--- src/rtl/two_phase_sync_fifo.sv ---
// Elastic FIFO between two transition-signalled bundled-data channels in one clock domain.
// Incoming req_in and ack_out are synchronised; accept and launch are each one word per edge.

module two_phase_sync_fifo_sync #(
  parameter int STAGES = 2
) (
  input  logic clk,
  input  logic reset,
  input  logic d,
  output logic q
);
  logic [STAGES-1:0] chain;

  always_ff @(posedge clk or posedge reset)
    if (reset) chain <= '0;
    else       chain <= {chain[STAGES-2:0], d};

  assign q = chain[STAGES-1];
endmodule

module two_phase_sync_fifo #(
  parameter int WORD_WIDTH  = 32,
  parameter int DEPTH       = 4,
  parameter int SYNC_STAGES = 2
) (
  input  logic                       clk,
  input  logic                       reset,
  input  logic                       req_in,
  input  logic [WORD_WIDTH-1:0]      Data_in,
  output logic                       ack_in,
  output logic                       req_out,
  output logic [WORD_WIDTH-1:0]      Data_out,
  input  logic                       ack_out,
  output logic [$clog2(DEPTH+1)-1:0] count,
  output logic                       full,
  output logic                       empty
);
  localparam int PTR_W = $clog2(DEPTH);
  localparam int CNT_W = $clog2(DEPTH+1);

  logic [DEPTH-1:0][WORD_WIDTH-1:0] mem;
  logic [PTR_W-1:0]                 wr_ptr, rd_ptr;
  logic                             req_sync, ack_sync, req_in_last;
  logic                             accept, launch;

  two_phase_sync_fifo_sync #(.STAGES(SYNC_STAGES)) u_req_sync (
    .clk(clk), .reset(reset), .d(req_in),  .q(req_sync));
  two_phase_sync_fifo_sync #(.STAGES(SYNC_STAGES)) u_ack_sync (
    .clk(clk), .reset(reset), .d(ack_out), .q(ack_sync));

  assign full   = (count == CNT_W'(DEPTH));
  assign empty  = (count == '0);
  // Both decisions use pre-edge count, so a full buffer never passes a word straight through.
  assign accept = (req_sync != req_in_last) && !full;
  assign launch = (ack_sync == req_out) && !empty;

  // Storage carries no reset; only pointers and count define validity.
  always_ff @(posedge clk)
    if (accept) mem[wr_ptr] <= Data_in;

  always_ff @(posedge clk or posedge reset) begin
    if (reset) begin
      req_in_last <= 1'b0;
      ack_in      <= 1'b0;
      req_out     <= 1'b0;
      Data_out    <= '0;
      wr_ptr      <= '0;
      rd_ptr      <= '0;
      count       <= '0;
    end else begin
      if (accept) begin
        wr_ptr      <= wr_ptr + PTR_W'(1);
        req_in_last <= req_sync;
        ack_in      <= req_sync;
      end
      if (launch) begin
        Data_out <= mem[rd_ptr];
        rd_ptr   <= rd_ptr + PTR_W'(1);
        req_out  <= ~req_out;
      end
      unique case ({accept, launch})
        2'b10:   count <= count + CNT_W'(1);
        2'b01:   count <= count - CNT_W'(1);
        default: count <= count;
      endcase
    end
  end
endmodule

--- config.mk ---
export PLATFORM = sky130hd
export DESIGN_NAME = two_phase_sync_fifo
export DESIGN_NICKNAME = d
export VERILOG_FILES = /design/src/rtl/two_phase_sync_fifo.sv
export SDC_FILE = /design/constraint.sdc
export NUM_CORES = 1
export LEC_CHECK = 0
export ABC_AREA = 1
export CAP_MARGIN = 10
export CORE_MARGIN = 3
export CORE_UTILIZATION = 61
export CTS_CLUSTER_SIZE = 14
export DETAILED_ROUTE_END_ITERATION = 12
export PLACE_DENSITY = 0.85
export SLEW_MARGIN = 10
export SYNTH_ARGS = -nofsm -noshare
export SYNTH_HDL_FRONTEND = slang
export SYNTH_SLANG_ARGS = --single-unit
--- constraint.sdc ---
create_clock -name clk -period 8.1 [get_ports clk]
set_input_delay 1.62 -clock clk [delete_from_list [all_inputs] [get_ports clk]]
set_output_delay 1.62 -clock clk [all_outputs]
set_load 0.01 [all_outputs]
==> results of run 1 <==
-- power groups by stage --
stage                     clock (mW)  sequential, mW  combinational (mW)
after global placement             0            1.39                1.10
after CTS                      0.857            1.39                1.18
after global routing           0.902            1.43                1.31
final                          0.856            1.40                1.17
after floorplan                    0            1.39               0.779
after detailed placement           0            1.41                1.16
-- per-layer routing --
layer | GRT usage | part of all wire
met3 | 0.05170 | 0.061
met5 | 0 | 0
met1 | 0.2974 | 0.39
met4 | 0.1221 | 0.027
met2 | 0.4155 | 0.52
-- cell type report --
type / count / area (um2) / share of cell area
clock inverters: 10 / 135.1 / 0.01555
clock buffers: 22 / 494.2 / 0.05688
flip-flops and latches: 173 / 4974 / 0.5724
multi-input cells: 364 / 1600 / 0.1842
well taps: 143 / 178.9 / 0.02059
repair buffers: 76 / 755.7 / 0.08697
inverters: 147 / 551.8 / 0.06350
-- path summary, 6_finish.rpt --
check	endpoint
max	full
min	u_ack_sync.chain[1]$_DFF_PP0_
max reg2reg	Data_out[29]$_DFFE_PP0P_
min reg2reg	u_ack_sync.chain[1]$_DFF_PP0_
max in group asynchronous	rd_ptr[0]$_DFFE_PP0P_
min in group asynchronous	u_req_sync.chain[0]$_DFF_PP0_
-- critical path, stage by stage (launching register included) --
cell and delay, ps:
dfrtp_1 430, inv_2 110, nand3_1 200, inv_1 120
clkdlybuf4s50_1 550
-- cell families after synthesis --
family	count (synthesis)	share of synthesized area
and+or+nand+nor	352	0.1973
buffers and inverters	174	0.1057
DFF	173	0.6796
adders and majority gates	6	0.01129
xor gates and xnor gates	4	0.004791
AOI/OAI and AO/OA	2	0.001369
-- Yosys cell counts --
cell type / n
buf_2: 12
buf_4: 2
buf_6: 13
clkinv_1: 1
dfrtp_1: 45
edfxtp_1: 128
fa_1: 1
ha_1: 5
inv_1: 140
inv_2: 6
nand2_1: 274
nand2_2: 3
nand3_1: 68
nand3_2: 2
nor2_1: 4
nor2_8: 1
o21ai_0: 2
xnor2_1: 1
xor2_1: 3
-- flip-flops by register name (all words and copies together) (netlist names) --
register and count:
mem 128, wr_ptr 2, rd_ptr 2, req_out 1
count 3, ack_in 1, Data_out 32, u_ack_sync.chain 2
u_req_sync.chain 2
-- metrics by stage --
stage / util / std cells / setup WS [ps] / power [mW]
after floorplan: - / 711 / 5421 / 2.165
after global placement: 0.6967 / 903 / 5216 / 2.489
after detailed placement: 0.6967 / 903 / 5144 / 2.566
after CTS: 0.7512 / 935 / 4648 / 3.430
after global routing: 0.7514 / 935 / 4631 / 3.638
final: 0.7514 / 935 / 4645 / 3.422
==> results.json, run 1 <==
{
  "outcome": "complete, no violations",
  "fmax_mhz": 289.4,
  "post-cts-setup-buffers": 0,
  "grt_overflow": 0,
  "dr.pass1.iters": 5,
  "die_w_um": 115.5,
  "synth_top_area_share": 0.5256,
  "finalCritPeriodShare": 0.4265,
  "required_ps": 6480,
  "area_growth_pct": 18.82,
  "grtUsageTotal": 0.2442,
  "setup_tns_ps": 0,
  "die_h_um": 115.5,
  "io-pin-count": 75,
  "viasPerCell": 5.277,
  "hp-class": "flop to flop",
  "dieArea_um2": 13340,
  "combPwrFrac": 0.342,
  "final_common_cell": "nand2_1",
  "clock_latency_ps": 430,
  "rr_startpoint": "rd_ptr[1]$_DFFE_PP0P_",
  "ys_types": 19,
  "synth_seq_cells": 173,
  "cp-startpoint": "count[0]$_DFFE_PP0P_",
  "rsz0062_at_grt": "false",
  "finalMaxSlewViolations": 0,
  "endpoint_kind": "output pin",
  "cts_resized": 0,
  "grt_pass1_wl_um": 24310,
  "routedWlPerCell_um": 16.32,
  "seqPwrFrac": 0.408,
  "synthTopCellsByArea": "edfxtp_1 (53%), dfrtp_1 (15%), nand2_1 (14%)",
  "drive_gt1_frac": 0.06439,
  "n_antenna_cell": 0,
  "rows": 39,
  "drt_iter0_drc": 394,
  "setup_violations": 0,
  "mostFrequentLayoutCells": "nand2_1 (274), inv_1 (139), edfxtp_1 (128)",
  "synth_area_um2": 7313,
  "min_from": "u_ack_sync.chain[0]$_DFF_PP0_",
  "p_int_mw": 2.201,
  "dpl_cell_area_um2": 8058,
  "hold_viol_final": 0,
  "vias": 4934,
  "p_per_area_nw_per_um2": 393.9,
  "netlist_instances": 711,
  "port_buffers": 74,
  "hold_ws_ps": 358.4,
  "worst_setup_path_start_kind": "flop",
  "cts-htree-levels": 4,
  "cts_hold_buf": 0,
  "slew-limit-headroom": 0.2156,
  "drt_wl_total_um": 15260,
  "arrival_ps": 1830,
  "p_leak_nw": 4.054,
  "vdd_ir_drop_max_mv": 0.2062,
  "start_util": 0.6324,
  "worstHoldPathCells": 0,
  "avgSynthCellArea_um2": 10.29,
  "grt_max_degree": 68,
  "first_global_vias": 5088,
  "p_sw_frac": 0.3567,
  "root_buffer": "clkbuf_16",
  "synth_nets": 753,
  "final.setup_skew_ps": 9.349,
  "n_fill_cell": 752,
  "worst_r2r_path_depth": 6,
  "criticalPathCategory": "flop to output pin",
  "worst_pin_slew_ps": 1177,
  "ys_warn_count": 0,
  "drc": 0,
  "cap_violations": 0,
  "power_switching_mw": 1.221,
  "cts_sinks": 173,
  "cts_max_path_buffers": 2,
  "gp_congestion": 0.7621,
  "final.min_clock_period_ps": 3455,
  "core_um2": 11560,
  "synth_top_area_cell": "edfxtp_1",
  "seq_area_frac_synth": 0.6796,
  "dp_hpwl_um": 8461,
  "ant_nets": 0,
  "cts_made_buffers": 17,
  "nNetsFinal": 821,
  "clkPwrFrac": 0.250,
  "worstPathMaxFanout": 5,
  "fin_area_um2": 8690,
  "antenna_found_initial": 0,
  "clkTransAtPathRegs_ps": 70,
  "cts_tree": "done",
  "reg2reg_slack_ps": 5630
}
No activity file was read; power rests on OpenSTA's default activity.
==> run 2, diff against run 1 <==
- CORE_UTILIZATION: 61 -> 57
- PLACE_DENSITY: 0.85 -> 0.8
- clock period: 8.1 -> 3.5 ns (I/O delays scaled with it)
==> results.json, run 2 (same netlist as run 1, synthesis figures left out) <==
{
  "final.min_clock_period_ps": 2496,
  "drt_iter0_drc": 316,
  "start_util": 0.5964,
  "viasPerCell": 5.003,
  "fmax_mhz": 400.7,
  "reg_top3": "mem (128), Data_out (32), count (3)",
  "outcome": "complete, no violations",
  "seqPwrFrac": 0.402,
  "area_growth_pct": 18.68,
  "cts_made_buffers": 17,
  "hold_end": "u_req_sync.chain[1]$_DFF_PP0_",
  "min_from": "u_req_sync.chain[0]$_DFF_PP0_",
  "endpoint_kind": "output pin",
  "nNetsFinal": 822,
  "first_global_vias": 4728,
  "dp_hpwl_um": 8279,
  "die_w_um": 119.3,
  "cts_hold_buf": 0,
  "grt_max_degree": 67,
  "vdd_ir_drop_max_mv": 0.5420,
  "ant_nets": 0,
  "grt_overflow": 0,
  "gp_congestion": 0.7274,
  "final.setup_skew_ps": 5.757,
  "hold_viol_final": 0,
  "routedWlPerCell_um": 15.39,
  "r2r-end": "Data_out[15]$_DFFE_PP0P_",
  "port_buffers": 74,
  "p_leak_nw": 4.039,
  "combPwrFrac": 0.358,
  "cts_max_path_buffers": 2,
  "cap_violations": 0,
  "drive_gt1_frac": 0.05808,
  "slew-limit-headroom": 0.2533,
  "core_um2": 12260,
  "cp-startpoint": "count[0]$_DFFE_PP0P_",
  "finalCritPeriodShare": 0.7131,
  "rsz0062_at_grt": "false",
  "dpl.cell_count": 929,
  "worstHoldPathCells": 0,
  "power_switching_mw": 2.735,
  "hp-class": "flop to flop",
  "p_int_mw": 5.031,
  "vias": 4803,
  "cts_sinks": 173,
  "setup_violations": 0,
  "clkPwrFrac": 0.240,
  "cts_tree": "done",
  "rows": 40,
  "largest_reg_flops": 128,
  "grt_pass1_wl_um": 23850,
  "clkTransAtPathRegs_ps": 60,
  "setup_slack_ps": 1004,
  "fin_cells": 960,
  "grtUsageTotal": 0.2180,
  "setup_tns_ps": 0,
  "dieArea_um2": 14230,
  "hold_ws_ps": 355.3,
  "rr_startpoint": "rd_ptr[1]$_DFFE_PP0P_",
  "worst_r2r_path_depth": 6,
  "die_h_um": 119.3,
  "reg2reg_slack_ps": 1040,
  "criticalPathCategory": "flop to output pin",
  "cts-htree-levels": 4,
  "arrival_ps": 1800,
  "worstPathMaxFanout": 5,
  "final_common_cell": "nand2_1",
  "dpl_worst_slack_ps": 1079,
  "n_antenna_cell": 0,
  "drt_wl_total_um": 14770,
  "p_sw_frac": 0.3521,
  "cts_resized": 0,
  "p_per_area_nw_per_um2": 894.7,
  "worst_pin_slew_ps": 1117,
  "worst_setup_path_start_kind": "flop",
  "fin_util": 0.7079,
  "drc": 0,
  "antenna_found_initial": 0,
  "required_ps": 2800,
  "finalMaxSlewViolations": 0,
  "post-cts-setup-buffers": 0,
  "mostFrequentLayoutCells": "nand2_1 (274), inv_1 (139), edfxtp_1 (128)",
  "clock_latency_ps": 420,
  "dr.pass1.iters": 6,
  "root_buffer": "clkbuf_16",
  "io-pin-count": 75,
  "top_register": "mem"
}
[run 2: worst max-delay path, cell delays in order, from the launching register on]
cell and delay, ps:
dfrtp_1 420, inv_2 100, nand3_1 180, inv_1 130, clkdlybuf4s50_1 540
[run 2: metal layers]
metal | global-route usage | routed length [um] | vias up
met5 | 0 | 0 | -
met4 | 0.08182 | 276 | 0
met3 | 0.04938 | 1004 | 20
met2 | 0.3776 | 7723 | 189
met1 | 0.2671 | 5766 | 2270
li1 | - | - | 2324
[run 2: power by group through the flow]
stage                     Sequential (mW)  Combinational [mW]  Clock (mW)
after floorplan                      3.21                1.80           0
after global placement               3.13                2.66           0
after detailed placement             3.15                2.78           0
after CTS                            3.13                2.82        1.88
after global routing                 3.19                3.13        1.97
final                                3.12                2.78        1.86
[run 2: worst max path at each step]
stage                                to  slack [ps]
2_1_floorplan          mem[0]$_DFFE_PP_         890
3_3_place_gp    Data_out[3]$_DFFE_PP0P_        1140
3_5_place_dp    Data_out[3]$_DFFE_PP0P_        1080
4_1_cts                            full         990
5_1_grt        Data_out[15]$_DFFE_PP0P_         810
6_report                           full        1000
[run 2: final cells by class]
cell class	count	area, um2
Sequential cell	173	4971
Fill cell	866	3582
Clock inverter	8	115.1
Inverter	147	551.8
Multi-Input combinational cell	364	1600
Tap cell	168	210.2
Clock buffer	23	467.9
Timing Repair Buffer	77	763.2
[run 2: per-stage QoR]
step,power (mW),area (um2)
after floorplan,5.011,7313
after global placement,5.796,8097
after detailed placement,5.933,8097
after CTS,7.824,8680
after global routing,8.281,8680
final,7.766,8680
==> run 3, diff against run 2 <==
- clock period: 3.5 -> 2.5 ns (I/O delays scaled with it)
==> results.json, run 3 (same netlist as run 1, synthesis figures left out) <==
{
  "viasPerCell": 5.008,
  "vdd_ir_drop_max_mv": 0.6974,
  "dpl_worst_slack_ps": 398.5,
  "grt_max_degree": 67,
  "dieArea_um2": 14230,
  "clock_latency_ps": 430,
  "finalMaxSlewViolations": 0,
  "fmax_mhz": 436.1,
  "rows": 40,
  "finalCritPeriodShare": 0.9173,
  "ant_nets": 0,
  "arrival_ps": 1790,
  "n_antenna_cell": 0,
  "hold_viol_final": 0,
  "core_um2": 12260,
  "fin_util": 0.7137,
  "setup_violations": 0,
  "cts_resized": 0,
  "cts-htree-levels": 4,
  "top_register": "mem",
  "grt_overflow": 0,
  "required_ps": 2000,
  "antenna_found_initial": 0,
  "root_buffer": "clkbuf_16",
  "dp_hpwl_um": 8658,
  "drc": 0,
  "setup_tns_ps": 0,
  "largest_reg_flops": 128,
  "worst_setup_path_start_kind": "flop",
  "area_growth_pct": 19.66,
  "hp-class": "flop to flop",
  "endpoint_kind": "output pin",
  "post-cts-setup-buffers": 0,
  "routedWlPerCell_um": 15.41,
  "dpl.cell_count": 937,
  "outcome": "complete, no violations",
  "grt_pass1_wl_um": 23970,
  "drt_wl_total_um": 14930,
  "setup_slack_ps": 206.7,
  "drt_iter0_drc": 429,
  "final.setup_skew_ps": 6.404,
  "p_leak_nw": 4.079,
  "dpl_cell_area_um2": 8194,
  "cts_max_path_buffers": 2,
  "criticalPathCategory": "flop to output pin",
  "io-pin-count": 75,
  "final_common_cell": "nand2_1",
  "port_buffers": 74,
  "nNetsFinal": 830,
  "cap_violations": 0,
  "grtUsageTotal": 0.2202,
  "gp_congestion": 0.7410,
  "cts_hold_buf": 0,
  "die_w_um": 119.3,
  "fin_area_um2": 8751,
  "fin_cells": 969,
  "clkTransAtPathRegs_ps": 60,
  "first_global_vias": 4980,
  "dr.pass1.iters": 5,
  "final.min_clock_period_ps": 2293,
  "total_power_mw": 10.89,
  "reg_top3": "mem (128), Data_out (32), count (3)",
  "worstPathMaxFanout": 5,
  "p_per_area_nw_per_um2": 1245,
  "start_util": 0.5964,
  "die_h_um": 119.3,
  "cts_made_buffers": 17,
  "mostFrequentLayoutCells": "nand2_1 (274), inv_1 (139), edfxtp_1 (128)",
  "drive_gt1_frac": 0.06991,
  "cts_sinks": 173,
  "cts_tree": "done",
  "worst_pin_slew_ps": 1164,
  "hold_ws_ps": 347.9,
  "slew-limit-headroom": 0.2195,
  "rsz0062_at_grt": "false",
  "vias": 4853
}
## run 3: routing by layer
layer,part of all wire,wire length (um),vias up,GRT usage
met5,0,0,-,0
met4,0.017,253,0,0.1028
met3,0.062,926,23,0.04463
met2,0.53,7850,170,0.3801
met1,0.40,5902,2318,0.2656
li1,-,-,2342,-
## run 3: critical path: stages, from the launching register on
cell and delay, ps:
dfrtp_1 410, inv_2 100, nand3_1 190, inv_1 120, clkdlybuf4s50_1 540
## run 3: layout make-up
| class | instances | area [um2] |
|---|---|---|
| Clock inverter | 14 | 127.6 |
| Multi-Input combinational cell | 364 | 1600 |
| Fill cell | 816 | 3511 |
| Inverter | 147 | 551.8 |
| Clock buffer | 18 | 429.2 |
| Timing Repair Buffer | 85 | 860.8 |
| Sequential cell | 173 | 4971 |
| Tap cell | 168 | 210.2 |
## run 3: power by group
| part | internal [mW] | total [mW] | leakage (nW) | switching [mW] |
|---|---|---|---|---|
| combinational | 1.50 | 4.06 | 2.09 | 2.56 |
| sequential | 4.02 | 4.35 | 1.72 | 0.324 |
| clock | 1.45 | 2.49 | 0.269 | 1.04 |
| total | 6.97 | 10.9 | 4.08 | 3.92 |
## run 3: worst paths after layout
check                                                   start                            end  slack, ps  depth (start not counted)
worst max-delay path                     count[0]$_DFFE_PP0P_                           full        210                          4
worst min-delay path            u_req_sync.chain[0]$_DFF_PP0_  u_req_sync.chain[1]$_DFF_PP0_        350                          0
worst max register to register           count[0]$_DFFE_PP0P_           count[2]$_DFFE_PP0P_        360                         10
worst min register to register  u_req_sync.chain[0]$_DFF_PP0_  u_req_sync.chain[1]$_DFF_PP0_        350                          0
max in group asynchronous                               reset          rd_ptr[0]$_DFFE_PP0P_       1530                          3
min in group asynchronous                               reset  u_req_sync.chain[0]$_DFF_PP0_        430                          2
